File: config.mk
export PLATFORM = sky130hd
export DESIGN_NAME = sha256_job_arbiter
export DESIGN_NICKNAME = d
export VERILOG_FILES = /design/src/rtl/sha256_ctrl_pkg.sv /design/src/rtl/sha256_rr_pick.sv /design/src/rtl/sha256_job_arbiter.sv
export SDC_FILE = /design/constraint.sdc
export NUM_CORES = 1
export LEC_CHECK = 0
export BUFFER_PORTS_ARGS = -buffer_cell sky130_fd_sc_hd__buf_4
export CAP_MARGIN = 20
export CORE_MARGIN = 5
export CORE_UTILIZATION = 45
export DETAILED_ROUTE_END_ITERATION = 6
export PLACE_DENSITY_LB_ADDON = 0.05
export SLEW_MARGIN = 10
export SYNTH_ARGS = -nofsm -noshare
export SYNTH_HDL_FRONTEND = slang
export SYNTH_SLANG_ARGS = --single-unit
File: constraint.sdc
create_clock -name clk -period 3 [get_ports clk]
set_input_delay 0.15 -clock clk [delete_from_list [all_inputs] [get_ports clk]]
set_output_delay 0.15 -clock clk [all_outputs]
set_load 0.02 [all_outputs]
File: src/rtl/sha256_ctrl_pkg.sv
// Shared definitions for the SHA-256 job control slice: defaults, widths and FSM encoding.
package sha256_ctrl_pkg;

   localparam int unsigned DEF_NUM_REQ        = 4;
   localparam int unsigned DEF_TIMEOUT_CYCLES = 4096;
   localparam int unsigned ADDR_W             = 16;
   localparam int unsigned WD_W               = 16;

   // Arbiter FSM encoding, kept as plain constants for compatibility with older tools.
   typedef logic [2:0] state_t;
   localparam state_t S_IDLE      = 3'd0;
   localparam state_t S_LAUNCH    = 3'd1;
   localparam state_t S_WAIT_BUSY = 3'd2;
   localparam state_t S_WAIT_DONE = 3'd3;
   localparam state_t S_COMPLETE  = 3'd4;

   // Index width for a requester count; never narrower than one bit.
   function automatic int unsigned idx_width(input int unsigned n);
      return (n > 1) ? $clog2(n) : 1;
   endfunction

endpackage

File: src/rtl/sha256_rr_pick.sv
// Combinational round-robin pick: the first requester after last_owner (wrapping) wins.
module sha256_rr_pick
   import sha256_ctrl_pkg::*;
#(
   parameter int unsigned NUM_REQ = DEF_NUM_REQ,
   parameter int unsigned IDX_W   = idx_width(DEF_NUM_REQ)
) (
   input  logic [NUM_REQ-1:0] req,
   input  logic [IDX_W-1:0]   last_owner,
   output logic [NUM_REQ-1:0] winner,
   output logic               valid
);

   int unsigned       pos_sum;
   logic [IDX_W-1:0]  pos;

   // Scan from last_owner+1 upward, wrapping, and keep the first requester found.
   always_comb begin
      winner  = '0;
      valid   = 1'b0;
      pos_sum = 0;
      pos     = '0;
      for (int unsigned i = 1; i <= NUM_REQ; i++) begin
         pos_sum = 32'(last_owner) + i;
         if (pos_sum >= NUM_REQ) begin
            pos_sum = pos_sum - NUM_REQ;
         end
         pos = IDX_W'(pos_sum);
         if (!valid && req[pos]) begin
            winner[pos] = 1'b1;
            valid       = 1'b1;
         end
      end
   end

endmodule

File: src/rtl/sha256_job_arbiter.sv
// Round-robin front end handing one job at a time to a shared SHA-256 core, with a per-job
// watchdog. All outputs come straight from flops.
module sha256_job_arbiter
   import sha256_ctrl_pkg::*;
#(
   parameter int unsigned NUM_REQ        = DEF_NUM_REQ,
   parameter int unsigned TIMEOUT_CYCLES = DEF_TIMEOUT_CYCLES
) (
   input  logic                           clk,
   input  logic                           reset_n,
   input  logic [NUM_REQ-1:0]             req,
   input  logic [NUM_REQ-1:0][ADDR_W-1:0] req_msg_addr,
   input  logic [NUM_REQ-1:0][ADDR_W-1:0] req_out_addr,
   output logic [NUM_REQ-1:0]             gnt,
   output logic [NUM_REQ-1:0]             cmp,
   output logic                           cmp_err,
   output logic                           core_start,
   output logic [ADDR_W-1:0]              core_message_addr,
   output logic [ADDR_W-1:0]              core_output_addr,
   input  logic                           core_done,
   output logic                           busy
);

   localparam int unsigned     IDX_W    = idx_width(NUM_REQ);
   localparam logic [WD_W-1:0] WD_LIMIT = WD_W'(TIMEOUT_CYCLES);
   localparam logic [WD_W-1:0] WD_MAX   = '1;

   state_t               state_q, state_d;
   logic [IDX_W-1:0]     owner_q, owner_d;
   logic [IDX_W-1:0]     last_q, last_d;
   logic [WD_W-1:0]      wd_q, wd_d, wd_inc;
   logic [NUM_REQ-1:0]   gnt_q, gnt_d;
   logic [NUM_REQ-1:0]   cmp_q, cmp_d;
   logic                 cmp_err_q, cmp_err_d;
   logic                 start_q, start_d;
   logic                 busy_q;
   logic [ADDR_W-1:0]    msg_q, msg_d;
   logic [ADDR_W-1:0]    out_q, out_d;

   logic [NUM_REQ-1:0]   win_oh;
   logic                 win_valid;
   logic [IDX_W-1:0]     win_idx;
   logic [NUM_REQ-1:0]   owner_oh;

   sha256_rr_pick #(
      .NUM_REQ (NUM_REQ),
      .IDX_W   (IDX_W)
   ) u_pick (
      .req        (req),
      .last_owner (last_q),
      .winner     (win_oh),
      .valid      (win_valid)
   );

   // Binary index of the one-hot winner, used to latch its addresses.
   always_comb begin
      win_idx = '0;
      for (int unsigned i = 0; i < NUM_REQ; i++) begin
         if (win_oh[i]) begin
            win_idx = IDX_W'(i);
         end
      end
   end

   assign owner_oh = NUM_REQ'(1) << owner_q;
   assign wd_inc   = (wd_q == WD_MAX) ? wd_q : wd_q + 1'b1;

   // Next-state and next-output decode. Pulses are computed one cycle ahead so that gnt shows
   // during LAUNCH, core_start during the first WAIT_BUSY cycle and cmp during COMPLETE.
   always_comb begin
      state_d   = state_q;
      owner_d   = owner_q;
      last_d    = last_q;
      wd_d      = wd_q;
      gnt_d     = '0;
      cmp_d     = '0;
      cmp_err_d = 1'b0;
      start_d   = 1'b0;
      msg_d     = msg_q;
      out_d     = out_q;
      case (state_q)
         S_IDLE: begin
            // A core that is not idle blocks every grant.
            if (win_valid && core_done) begin
               state_d = S_LAUNCH;
               owner_d = win_idx;
               gnt_d   = win_oh;
               msg_d   = req_msg_addr[win_idx];
               out_d   = req_out_addr[win_idx];
               wd_d    = '0;
            end
         end
         S_LAUNCH: begin
            state_d = S_WAIT_BUSY;
            start_d = 1'b1;
         end
         S_WAIT_BUSY: begin
            wd_d = wd_inc;
            // The watchdog wins over a core that only now starts running.
            if (wd_inc >= WD_LIMIT) begin
               state_d   = S_COMPLETE;
               cmp_d     = owner_oh;
               cmp_err_d = 1'b1;
            end else if (!core_done) begin
               state_d = S_WAIT_DONE;
            end
         end
         S_WAIT_DONE: begin
            wd_d = wd_inc;
            // A genuine finish wins over a watchdog expiring in the same cycle.
            if (core_done) begin
               state_d = S_COMPLETE;
               cmp_d   = owner_oh;
            end else if (wd_inc >= WD_LIMIT) begin
               state_d   = S_COMPLETE;
               cmp_d     = owner_oh;
               cmp_err_d = 1'b1;
            end
         end
         S_COMPLETE: begin
            state_d = S_IDLE;
            last_d  = owner_q;
         end
         default: begin
            state_d = S_IDLE;
         end
      endcase
   end

   // State and output registers; reset drops any job in flight without a completion.
   always_ff @(posedge clk or negedge reset_n) begin
      if (!reset_n) begin
         state_q   <= S_IDLE;
         owner_q   <= '0;
         last_q    <= IDX_W'(NUM_REQ - 1);
         wd_q      <= '0;
         gnt_q     <= '0;
         cmp_q     <= '0;
         cmp_err_q <= 1'b0;
         start_q   <= 1'b0;
         busy_q    <= 1'b0;
         msg_q     <= '0;
         out_q     <= '0;
      end else begin
         state_q   <= state_d;
         owner_q   <= owner_d;
         last_q    <= last_d;
         wd_q      <= wd_d;
         gnt_q     <= gnt_d;
         cmp_q     <= cmp_d;
         cmp_err_q <= cmp_err_d;
         start_q   <= start_d;
         busy_q    <= (state_d != S_IDLE);
         msg_q     <= msg_d;
         out_q     <= out_d;
      end
   end

   assign gnt               = gnt_q;
   assign cmp               = cmp_q;
   assign cmp_err           = cmp_err_q;
   assign core_start        = start_q;
   assign core_message_addr = msg_q;
   assign core_output_addr  = out_q;
   assign busy              = busy_q;

endmodule
==> results.sh <==
export IMPL_status="finished, final reports clean"
export IMPL_synth_xor_area_frac=0.00183
export IMPL_rr_worst_depth=9
export IMPL_setup_viol=0
export IMPL_crit_path_end="core_output_addr[11]"
export IMPL_drtIter0Drc=363
export IMPL_ctsRootBufferMaster="clkbuf_8"
export IMPL_worst_slack_ps=231
export IMPL_dieArea_um2=12800
export IMPL_cts_tree="built"
export IMPL_period_needed_ps=2770
export IMPL_rr_startpoint="last_q[0]"
export IMPL_vias=4988
export IMPL_cp_start_kind="register"
export IMPL_yosysMostFrequentCell="a31oi_1"
export IMPL_min_path_type="in2reg"
export IMPL_synth_common_cells="a31oi_1 (70), dfrtp_1 (64), nor2_1 (46)"
export IMPL_drt_pass1_iterations=5
export IMPL_start_util=0.463
export IMPL_synthAdderAreaFrac=0.0209
export IMPL_die_h_um=113
export IMPL_gp_congestion=0.887
export IMPL_critical_path_arrival_ps=3030
export IMPL_path_max_fanout=9
export IMPL_synth_area_leaders="dfrtp_1 (34%), a31oi_1 (9.2%), o211ai_2 (7.6%), o211ai_1 (6.3%), and4_1 (5.9%)"
export IMPL_worst_setup_path_type="reg2reg"
export IMPL_coreArea_um2=10300
export IMPL_drc_errors=0
export IMPL_synth_nets=684
export IMPL_clk_path_buf_depth=2
export IMPL_crit_path_end_kind="register"
export IMPL_cts_buffers=9
export IMPL_vias_per_cell=5.90
export IMPL_grt_pass1_vias=5093
export IMPL_io_pins=178
export IMPL_yosysSeqAreaShare=0.346
export IMPL_antennaDiodeCount=0
export IMPL_worst_ir_drop_vdd_v=0.000462
export IMPL_critPathLaunch="last_q[0]"
export IMPL_relSlewSlack=0.408
export IMPL_fin_crit_sh=0.923
export IMPL_hold_viol=0
export IMPL_synth_simple_area_share=0.180
export IMPL_synth_top_family_by_area="compound AO/OA/AOI/OAI gates"
export IMPL_crit_required_ps=3260
export IMPL_track_usage=0.251
export IMPL_muxShareOfSynthArea=0.0343
export IMPL_rows=37
export IMPL_drive_gt1_frac=0.383
export IMPL_final_max_slew_violation_count=0
export IMPL_clkSinkCount=66
export IMPL_place_ws_ps=150
export IMPL_antenna_found_initial=0
export IMPL_drv_cap=0
export IMPL_dp_hpwl_mm=11.5
export IMPL_synth_distinct_cells=56
export IMPL_fmax_mhz=361
export IMPL_drt_total_wl_mm=16.1
export IMPL_power_leakage_nw=2.96
export IMPL_tns_ps=0
export IMPL_synth_top_cell_by_area="dfrtp_1"
export IMPL_synth_compound_area_frac=0.321
export IMPL_clock_skew_ps=12.0
export IMPL_regToRegEndpoint="core_output_addr[11]"
export IMPL_r2r_slack_ps=230
export IMPL_wl_per_cell_um=19.0
export IMPL_synth_cells=541
export IMPL_fin_nets=848
export IMPL_cts_htree_levels=3
export IMPL_p_total_w=0.00675
export IMPL_grt_ovfl_total=0
export IMPL_synth_seq_cells=66
export IMPL_die_x_um=113
export IMPL_synth_warning_count=0
export IMPL_area_delta_synth_final_pct=37.1
export IMPL_grt_pass1_wl_mm=26.0
export IMPL_grt_setup_unrepaired="false"
export IMPL_avgSynthCellArea_um2=8.83
export IMPL_synth_edff_count=0
export IMPL_postSynth_asyncResetShare=1.00
export IMPL_clk_latency_ps=350
export IMPL_power_density_nw_per_um2=1030
export IMPL_synth_area_um2=4780
export IMPL_grt_max_degree=67
export IMPL_synthFlopType="dfrtp_1"
export IMPL_path_clk_slew_ps=80
export IMPL_ant_nets=0
export IMPL_portBuffers=177
export IMPL_synth_top_area_frac=0.335
export IMPL_worstMarginPinSlew_ps=888
## per-stage QoR
stage               std cells  instance area, µm²  hold WS (ps)   util
floorplan                 541                4780          -146      -
global placement          825                6250           320  0.605
detailed placement        825                6250           325  0.605
CTS                       843                6520          99.2  0.631
global route              846                6550          94.1  0.634
finish                    846                6550           103  0.634
## state kept, by name, indices dropped and copies added (netlist names)
| signal | count |
|---|---|
| wd_q | 16 |
| cmp_err | 1 |
| cmp | 4 |
| core_output_addr | 16 |
| gnt | 4 |
| core_message_addr | 16 |
| owner_q | 2 |
| core_start | 1 |
| state_q | 3 |
| busy | 1 |
| last_q | 2 |
## power breakdown
group          internal (W)  switching (W)  total, W
registers           0.00122       0.000237   0.00146
logic               0.00186        0.00247   0.00433
clock network      0.000578       0.000378  0.000956
## kinds of logic after synthesis
group / Yosys count
DFF: 66
muxes: 12
and+or+nand+nor: 151
buffers and inverters: 96
xor gates and xnor gates: 1
AOI/OAI and AO/OA: 207
adders and majority gates: 8
## worst min path at each step
stage | start | endpoint | slack (ps) | cells after the start
final | req_out_addr[37] | core_output_addr[5] | 100 | 3
after CTS | req_out_addr[39] | core_output_addr[7] | 100 | 3
after global routing | req_msg_addr[45] | core_message_addr[13] | 90 | 3
after floorplan | reset_n | busy | -150 | 0
after detailed placement | reset_n | cmp[0] | 330 | 1
after global placement | reset_n | cmp[2] | 320 | 1
## critical path, stage by stage, from the launching register on
cell and delay (ps):
dfstp_2 620, inv_1 80, ha_1 320, mux4_2 320, a221o_1 310, a2111oi_2 380, o21a_4 220, buf_4 210
o211ai_2 90, a31oi_1 140
## cell type report
cell class / instances / area [µm²]
Clock inverter: 6 / 113
Tap cell: 136 / 170
Multi-Input combinational cell: 379 / 2720
Timing Repair Buffer: 209 / 1600
Clock buffer: 10 / 138
Sequential cell: 66 / 1650
Fill cell: 877 / 3770
Inverter: 40 / 150
## per-layer routing
layer  share of wire  vias to the layer above  global-route usage  routed length, µm
met1            0.42                     2390               0.333               6730
met2            0.49                      198               0.406               7900
li1                -                     2368                   -                  -
met5               0                        -                   0                  0
met4           0.022                        0              0.0841                348
met3           0.069                       32              0.0529               1110
## cell usage in the layout, fill, tap and decap left out, drive strengths merged, types with 3 or more instances in the layout
cell type / count
bufinv: 3
nand2: 20
and2: 7
o21ai: 15
a31oi: 70
nor3: 7
o31ai: 5
nand3: 12
nor3b: 5
buf: 207
mux4: 3
clkbuf: 10
nand4: 3
nor2: 46
o211ai: 69
dfrtp: 64
a21oi: 36
and4: 32
inv: 41
and3: 4
mux2i: 7
ha: 8
## what timing repair did
| item | CTS | global route |
|---|---|---|
| hold endpoints to repair | 65 | 0 |
| buffers inserted | 0 | 3 |
| hold buffers | 2 | 0 |
| gates resized for setup | 0 | 2 |
| setup endpoints to repair | 0 | 28 |
(Power assumes the default switching activity.)
